**src/rtl/clk_div_pkg.sv**
```systemverilog
// Shared types and constants for the clk_div_bank divider slice.
`timescale 1ns/1ps
package clk_div_pkg;

  localparam int DIV_W_DEF = 16;
  localparam int MIN_DIV   = 2;

  typedef enum logic [1:0] {
    IDLE = 2'd0,
    RUN  = 2'd1,
    ERR  = 2'd2
  } ch_state_e;

endpackage

```
**src/rtl/clk_div_bank_if.sv**
```systemverilog
// Control/status bundle between a divider bank and its user.
// sync_i exists only when CLK_DIV_SYNC_EN is defined.
`timescale 1ns/1ps
interface clk_div_bank_if #(
  parameter int N_CH  = 4,
  parameter int DIV_W = 16
);

  logic [N_CH*DIV_W-1:0] divisor_bus;
  logic [N_CH-1:0]       ch_en;
`ifdef CLK_DIV_SYNC_EN
  logic                  sync_i;
`endif
  logic [N_CH-1:0]       slow_clk;
  logic [N_CH-1:0]       tick;
  logic [N_CH-1:0]       div_err;

  modport master (
`ifdef CLK_DIV_SYNC_EN
    output sync_i,
`endif
    output divisor_bus, ch_en,
    input  slow_clk, tick, div_err
  );

  modport slave (
`ifdef CLK_DIV_SYNC_EN
    input  sync_i,
`endif
    input  divisor_bus, ch_en,
    output slow_clk, tick, div_err
  );

endinterface

```
**src/rtl/clk_div_ch.sv**
```systemverilog
// One divider channel: IDLE/RUN/ERR state machine, period counter,
// shadowed divisor and registered slow_clk/tick/div_err outputs.
// A new divisor is only adopted at the wrap edge (or on a sync strobe),
// so a period already in progress always completes with its old length.
`timescale 1ns/1ps
module clk_div_ch
  import clk_div_pkg::*;
#(
  parameter int DIV_W = DIV_W_DEF
) (
  input  logic             chosen_clk,
  input  logic             i_wb_rst_n,
  input  logic [DIV_W-1:0] i_divisor,
  input  logic             i_en,
  input  logic             i_sync,
  output logic             o_slow_clk,
  output logic             o_tick,
  output logic             o_div_err
);

  localparam logic [DIV_W-1:0] MIN_D = DIV_W'(MIN_DIV);
  localparam logic [DIV_W-1:0] ONE_D = DIV_W'(1);

  ch_state_e        r_state;
  ch_state_e        w_state_nxt;
  logic [DIV_W-1:0] r_cnt;
  logic [DIV_W-1:0] w_cnt_nxt;
  logic [DIV_W-1:0] r_act_div;
  logic [DIV_W-1:0] w_act_div_nxt;
  logic             r_slow;
  logic             w_slow_nxt;
  logic             r_tick;
  logic             w_tick_nxt;
  logic             r_err;
  logic             w_err_nxt;
  logic             w_div_ok;
  logic             w_at_rise;
  logic             w_at_wrap;
  logic             w_reload;

  // In RUN act_div >= 2, so act_div-1 cannot underflow; (D-1)>>1 equals
  // ceil(D/2)-1 without needing an extra bit for D = 2^DIV_W-1.
  assign w_div_ok  = (i_divisor >= MIN_D);
  assign w_at_rise = (r_cnt == ((r_act_div - ONE_D) >> 1));
  assign w_at_wrap = (r_cnt == (r_act_div - ONE_D));
  assign w_reload  = i_sync || w_at_wrap;

  // State register plus all datapath flops; outputs come straight from here.
  always_ff @(posedge chosen_clk or negedge i_wb_rst_n) begin
    if (!i_wb_rst_n) begin
      r_state   <= IDLE;
      r_cnt     <= '0;
      r_act_div <= '0;
      r_slow    <= 1'b0;
      r_tick    <= 1'b0;
      r_err     <= 1'b0;
    end else begin
      r_state   <= w_state_nxt;
      r_cnt     <= w_cnt_nxt;
      r_act_div <= w_act_div_nxt;
      r_slow    <= w_slow_nxt;
      r_tick    <= w_tick_nxt;
      r_err     <= w_err_nxt;
    end
  end

  // Next-state selection: disable beats sync, which beats normal counting.
  always_comb begin
    w_state_nxt = r_state;
    if (!i_en) begin
      w_state_nxt = IDLE;
    end else begin
      case (r_state)
        IDLE:    w_state_nxt = w_div_ok ? RUN : ERR;
        RUN:     if (w_reload && !w_div_ok) w_state_nxt = ERR;
        ERR:     if (w_div_ok) w_state_nxt = RUN;
        default: w_state_nxt = IDLE;
      endcase
    end
  end

  // Next values of the registered outputs, counter and shadow divisor.
  always_comb begin
    w_cnt_nxt     = '0;
    w_act_div_nxt = r_act_div;
    w_slow_nxt    = 1'b0;
    w_tick_nxt    = 1'b0;
    w_err_nxt     = 1'b0;
    if (i_en) begin
      case (r_state)
        IDLE, ERR: begin
          w_act_div_nxt = i_divisor;
          w_err_nxt     = !w_div_ok;
        end
        RUN: begin
          if (w_reload) begin
            w_act_div_nxt = i_divisor;
            w_err_nxt     = !w_div_ok;
          end else begin
            w_cnt_nxt  = r_cnt + ONE_D;
            w_slow_nxt = r_slow | w_at_rise;
            w_tick_nxt = w_at_rise;
          end
        end
        default: begin
          w_act_div_nxt = '0;
        end
      endcase
    end
  end

  assign o_slow_clk = r_slow;
  assign o_tick     = r_tick;
  assign o_div_err  = r_err;

endmodule

```
**src/rtl/clk_div_bank.sv**
```systemverilog
// Bank of N_CH independent programmable clock dividers with per-rise ticks.
// Optional phase-align strobe sync_i is built in when CLK_DIV_SYNC_EN is defined.
`timescale 1ns/1ps
module clk_div_bank
  import clk_div_pkg::*;
#(
  parameter int N_CH  = 4,
  parameter int DIV_W = DIV_W_DEF
) (
  input  logic         chosen_clk,
  input  logic         i_wb_rst_n,
  clk_div_bank_if.slave bus
);

  logic            w_sync;
  logic [N_CH-1:0] w_slow;
  logic [N_CH-1:0] w_tick;
  logic [N_CH-1:0] w_err;

`ifdef CLK_DIV_SYNC_EN
  assign w_sync = bus.sync_i;
`else
  assign w_sync = 1'b0;
`endif

  for (genvar k = 0; k < N_CH; k++) begin : g_ch
    clk_div_ch #(
      .DIV_W (DIV_W)
    ) u_ch (
      .chosen_clk (chosen_clk),
      .i_wb_rst_n (i_wb_rst_n),
      .i_divisor  (bus.divisor_bus[k*DIV_W +: DIV_W]),
      .i_en       (bus.ch_en[k]),
      .i_sync     (w_sync),
      .o_slow_clk (w_slow[k]),
      .o_tick     (w_tick[k]),
      .o_div_err  (w_err[k])
    );
  end

  assign bus.slow_clk = w_slow;
  assign bus.tick     = w_tick;
  assign bus.div_err  = w_err;

endmodule

```
**src/flat_wrapper.sv**
```systemverilog
// flat-port wrapper written by rule: the top's interface ports become plain ports
module clk_div_bank_flat import clk_div_pkg::*;
#(
  parameter int N_CH  = 4,
  parameter int DIV_W = DIV_W_DEF
)
  (chosen_clk, i_wb_rst_n, bus_divisor_bus, bus_ch_en, bus_slow_clk, bus_tick, bus_div_err);
  clk_div_bank_if #(.N_CH(N_CH), .DIV_W(DIV_W)) bus_i ();
  input  logic chosen_clk;
  input  logic i_wb_rst_n;
  input wire logic [$bits(bus_i.divisor_bus)-1:0] bus_divisor_bus;
  input wire logic [$bits(bus_i.ch_en)-1:0] bus_ch_en;
  output wire logic [$bits(bus_i.slow_clk)-1:0] bus_slow_clk;
  output wire logic [$bits(bus_i.tick)-1:0] bus_tick;
  output wire logic [$bits(bus_i.div_err)-1:0] bus_div_err;
  assign bus_i.divisor_bus = bus_divisor_bus;
  assign bus_i.ch_en = bus_ch_en;
  assign bus_slow_clk = bus_i.slow_clk;
  assign bus_tick = bus_i.tick;
  assign bus_div_err = bus_i.div_err;
  clk_div_bank #(.N_CH(N_CH), .DIV_W(DIV_W)) u_core (.chosen_clk(chosen_clk), .i_wb_rst_n(i_wb_rst_n), .bus(bus_i));
endmodule
```
**config.mk**
```make
export PLATFORM = sky130hd
export DESIGN_NAME = clk_div_bank_flat
export DESIGN_NICKNAME = d
export VERILOG_FILES = /design/src/rtl/clk_div_pkg.sv /design/src/rtl/clk_div_bank_if.sv /design/src/rtl/clk_div_ch.sv /design/src/rtl/clk_div_bank.sv /design/src/flat_wrapper.sv
export SDC_FILE = /design/constraint.sdc
export NUM_CORES = 1
export LEC_CHECK = 0
export ABC_AREA = 1
export CORE_MARGIN = 4
export CORE_UTILIZATION = 60
export CTS_CLUSTER_DIAMETER = 100
export CTS_CLUSTER_SIZE = 40
export DETAILED_ROUTE_END_ITERATION = 7
export GPL_TIMING_DRIVEN = 0
export PLACE_DENSITY = 0.81
export SLEW_MARGIN = 20
export SYNTH_ARGS = -nofsm -noshare
export SYNTH_HDL_FRONTEND = slang
export SYNTH_SLANG_ARGS = --single-unit
```
**constraint.sdc**
```tcl
create_clock -name chosen_clk -period 3 [get_ports chosen_clk]
set_clock_uncertainty 0.2 [all_clocks]
set_input_delay 0.3 -clock chosen_clk [delete_from_list [all_inputs] [get_ports chosen_clk]]
set_output_delay 0.3 -clock chosen_clk [all_outputs]
set_load 0.02 [all_outputs]
```
==> run_results.csv <==
group,metric,value,unit
place,place_hpwl,21.6,mm
power_and_ir_drop,p_leak,6.39,nW
timing,slew_viol_final,0,
floorplanning,core.rowCount,49,
timing,setup_viol,0,
synthesis,ys_top_cells_by_area,"dfrtp_1 33%, nand2_1 19%, nand3_1 13%",
drt,routed_wl,27.6,mm
floorplanning,die_area,20800,sq um
place,placed_cell_area,12300,sq um
hold_path,hold_class,"input pin to async pin",
drt,via_count,11025,
floorplanning,start_util,61.6,%
critical_path,crit_slowest_cell,"dfrtp_1",
synthesis,synthCells,1728,
synthesis,avgSynthCellArea,6.45,sq um
critical_path,crit_family,"simple AND/OR/NAND/NOR gates",
floorplanning,die_h,144,microns
floorplanning,pin_count,82,
place,port_buffers,81,
critical_path,cp_cell_sequence,"nor2_2, nand2_2, nor2_2, nand2_1, nand2_1, nand2_1, nand2_1, nand2_1, nor2_1, nand3_1, o21bai_4, buf_6, nor2_1",
critical_path,cp_common_cell,"nand2_1",
drt,wire_per_inst,13.3,microns
drt,drc,0,
drt,drt-pass1-iter-count,6,
drt,detail-route-antenna-nets,0,
timing,period_minus_slack,2.75,ns
timing,fmax,0.364,GHz
critical_path,required,3.12,ns
synthesis,synth_compound_area_share,2.84,%
synthesis,ys_seq_area_share,33.2,%
cells_and_area,nFillCells,1529,
run,cap_violations,0,
synthesis,synth_edf_count,0,
clocking,cts_htree_levels,4,
timing,layout_setup_ws,0.254,ns
synthesis,syn-cell-area,11100,sq um
timing,worstMarginPinSlew,0.793,ns
timing,rsz0062_at_grt,"no",
power_and_ir_drop,p_per_area,841,nW/um^2
grt,grt_pass1_vias,10212,
clocking,path_clk_slew,0.06,ns
grt,antenna_found_initial,0,
drt,drtIter0Drc,777,
clocking,cts_tree,"done",
synthesis,synth_top_family_by_area,"simple AND/OR/NAND/NOR gates",
clocking,cts_setup_buffers,0,
synthesis,synth_xor_area_share,5.71,%
timing,hold_viol,0,
critical_path,crit_fanout,10,
outcome,status,"finished, final reports clean",
cells_and_area,synthToLayoutAreaGrowth,16.6,%
synthesis,yosysTopAreaCellShare,33.2,%
synthesis,ys_warn_count,0,
critical_path,path_class,"flop to flop",
cells_and_area,final_net_count,1908,
power_and_ir_drop,ir_drop,521,uV
clocking,clock-sinks,148,
cells_and_area,antenna_cells,0,
place,pre_cts_ws,0.158,ns
synthesis,ys.flop_type,"dfrtp_1",
grt,grt_pass1_wl,46.7,mm
cells_and_area,finalInstanceArea,13000,sq um
power_and_ir_drop,fin_total_pwr,0.0109,W
synthesis,muxShareOfSynthArea,0,%
synthesis,synth_async_sr_flop_share,100,%
clocking,cts_root_buffer,"clkbuf_16",
clocking,cts_buffers,17,
floorplanning,core_area,18100,sq um
grt,grt_max_degree,78,
critical_path,cp-start-kind,"flop",
critical_path,slowest_delay,0.46,ns
critical_path,critPathBufInv,1,
drt,routed_via_density,5.32,
clocking,clk_latency,0.43,ns
timing,finalCritPeriodShare,91.5,%
synthesis,syn_nets,1806,
critical_path,cp-end-kind,"flop",
place,place.gp.congestion,0.903,
synthesis,ys_types,37,
floorplanning,die_w,144,microns
timing,max_slew_margin,46.7,%
critical_path,crit_arrival,2.86,ns
synthesis,synth_simple_gate_area_share,48.8,%
synthesis,synth-seq-cells,148,
cells_and_area,drive_above_1_share,6.78,%
grt,grt_overflow,0,
grt,track_usage,27.3,%
clocking,clockBufferDepth,2,
synthesis,post-synth-top-area-cell,"dfrtp_1",
synthesis,synth_fa_ha_area_share,0.898,%
==> cells in the mapped netlist, types with 2 or more instances <==
master,n
inv_1,191
nor2_2,12
nand4_1,25
o21ai_1,2
nand3_2,3
nor2_1,224
nand2_4,9
and2_1,4
a211oi_1,2
a31oi_1,4
xor2_1,63
buf_6,6
dfrtp_1,148
nor2_8,4
xnor2_1,7
buf_4,18
nor3b_1,3
buf_2,2
nand3_1,282
nor4_1,15
o21bai_1,3
nand2_2,12
nand2_1,576
nor3_2,6
ha_1,8
o21ai_0,23
nor3_1,30
or2_2,3
nor2_4,7
clkbuf_1,6
a21oi_1,19
nand3b_1,6
==> worst reg2reg max path, delay by kind of cell, from the launching register on <==
kind | cells | cell delay, ns
AO/OA/AOI/OAI | 1 | 0.34
AND/OR/NAND/NOR | 11 | 1.45
flip-flops | 1 | 0.46
buffers and inverters | 1 | 0.20
==> registers in the layout, summed over array words and instances (netlist names) <==
name	cells
u_core.g_ch.u_ch.o_tick	4
u_core.g_ch.u_ch.o_div_err	4
u_core.g_ch.u_ch.r_cnt	64
u_core.g_ch.u_ch.r_act_div	64
u_core.g_ch.u_ch.o_slow_clk	4
u_core.g_ch.u_ch.r_state	8
==> path summary, 6_finish.rpt <==
check / from / to / slack, ns / cells after the start
worst max-delay path: u_core.g_ch[0].u_ch.r_act_div[2] / u_core.g_ch[0].u_ch.r_cnt[3] / 0.25 / 13
worst min-delay path: i_wb_rst_n / u_core.g_ch[3].u_ch.r_cnt[1] / 0.21 / 2
worst max register to register: u_core.g_ch[0].u_ch.r_act_div[2] / u_core.g_ch[0].u_ch.r_cnt[3] / 0.25 / 13
worst min register to register: u_core.g_ch[2].u_ch.o_slow_clk / u_core.g_ch[2].u_ch.o_slow_clk / 0.29 / 2
max in group asynchronous: i_wb_rst_n / u_core.g_ch[1].u_ch.r_act_div[5] / 1.62 / 3
min in group chosen_clk: bus_divisor_bus[16] / u_core.g_ch[1].u_ch.r_act_div[0] / 0.23 / 3
==> per-layer routing <==
layer | track usage [%] | routed length (microns) | up-vias
met1 | 37.3 | 13000 | 5035
met2 | 46.7 | 13200 | 254
met5 | 0 | 0 | -
met4 | 5.65 | 259 | 0
met3 | 3.97 | 1160 | 26
li1 | - | - | 5710
==> where the power goes <==
part,switching [W],internal (W)
Clock,0.000900,0.00151
Combinational,0.00351,0.00192
Sequential,0.000651,0.00244
Total,0.00506,0.00587
==> timing repair <==
action                                  4_1_cts  5_1_grt
endpoints found under the setup margin        0       78
hold buffers                                  1        0
hold endpoints to repair                     71        0
gates resized for setup                       0       13
==> cells in the final DEF (no fill, tap or decap), types with 14 or more instances in the layout <==
master,Yosys,layout
clkbuf_16,0,17
clkdlybuf4s50_1,0,80
nor4_1,15,15
inv_1,191,189
dfrtp_1,148,148
xor2_1,63,63
nor2_2,12,14
nand2_1,576,576
a21oi_1,19,19
nor3_1,30,30
nand4_1,25,25
o21ai_0,23,23
buf_4,18,18
nor2_1,224,222
nand3_1,282,281
==> layout make-up <==
class                      count  area (sq um)  area share, %
timing repair buffer          83           853           6.57
buffer                        32           238           1.83
sequential                   148          3700           28.5
inverter                     191           717           5.52
multi-input combinational   1357          6530           50.3
clock buffer                  18           439           3.38
clock inverter                14           224           1.72
tap                          229           287           2.21
==> metrics by stage <==
stage                     hold slack, ns  cells  TNS (ns)  utilization, %
after floorplan                   -0.196   1728         0               -
after global placement             0.264   2038   -662.25            67.7
after detailed placement          0.0870   2039         0            67.8
after CTS                          0.226   2072         0            71.6
after global routing               0.236   2072         0            71.8
final                              0.209   2072         0            71.8
==> cell families after synthesis <==
logic type / Yosys count
adders and majority gates: 8
xor gates and xnor gates: 71
DFF: 148
AOI/OAI and AO/OA: 56
and+or+nand+nor: 1222
buffers and inverters: 223
Note: power is estimated with default switching activity, not from simulation.
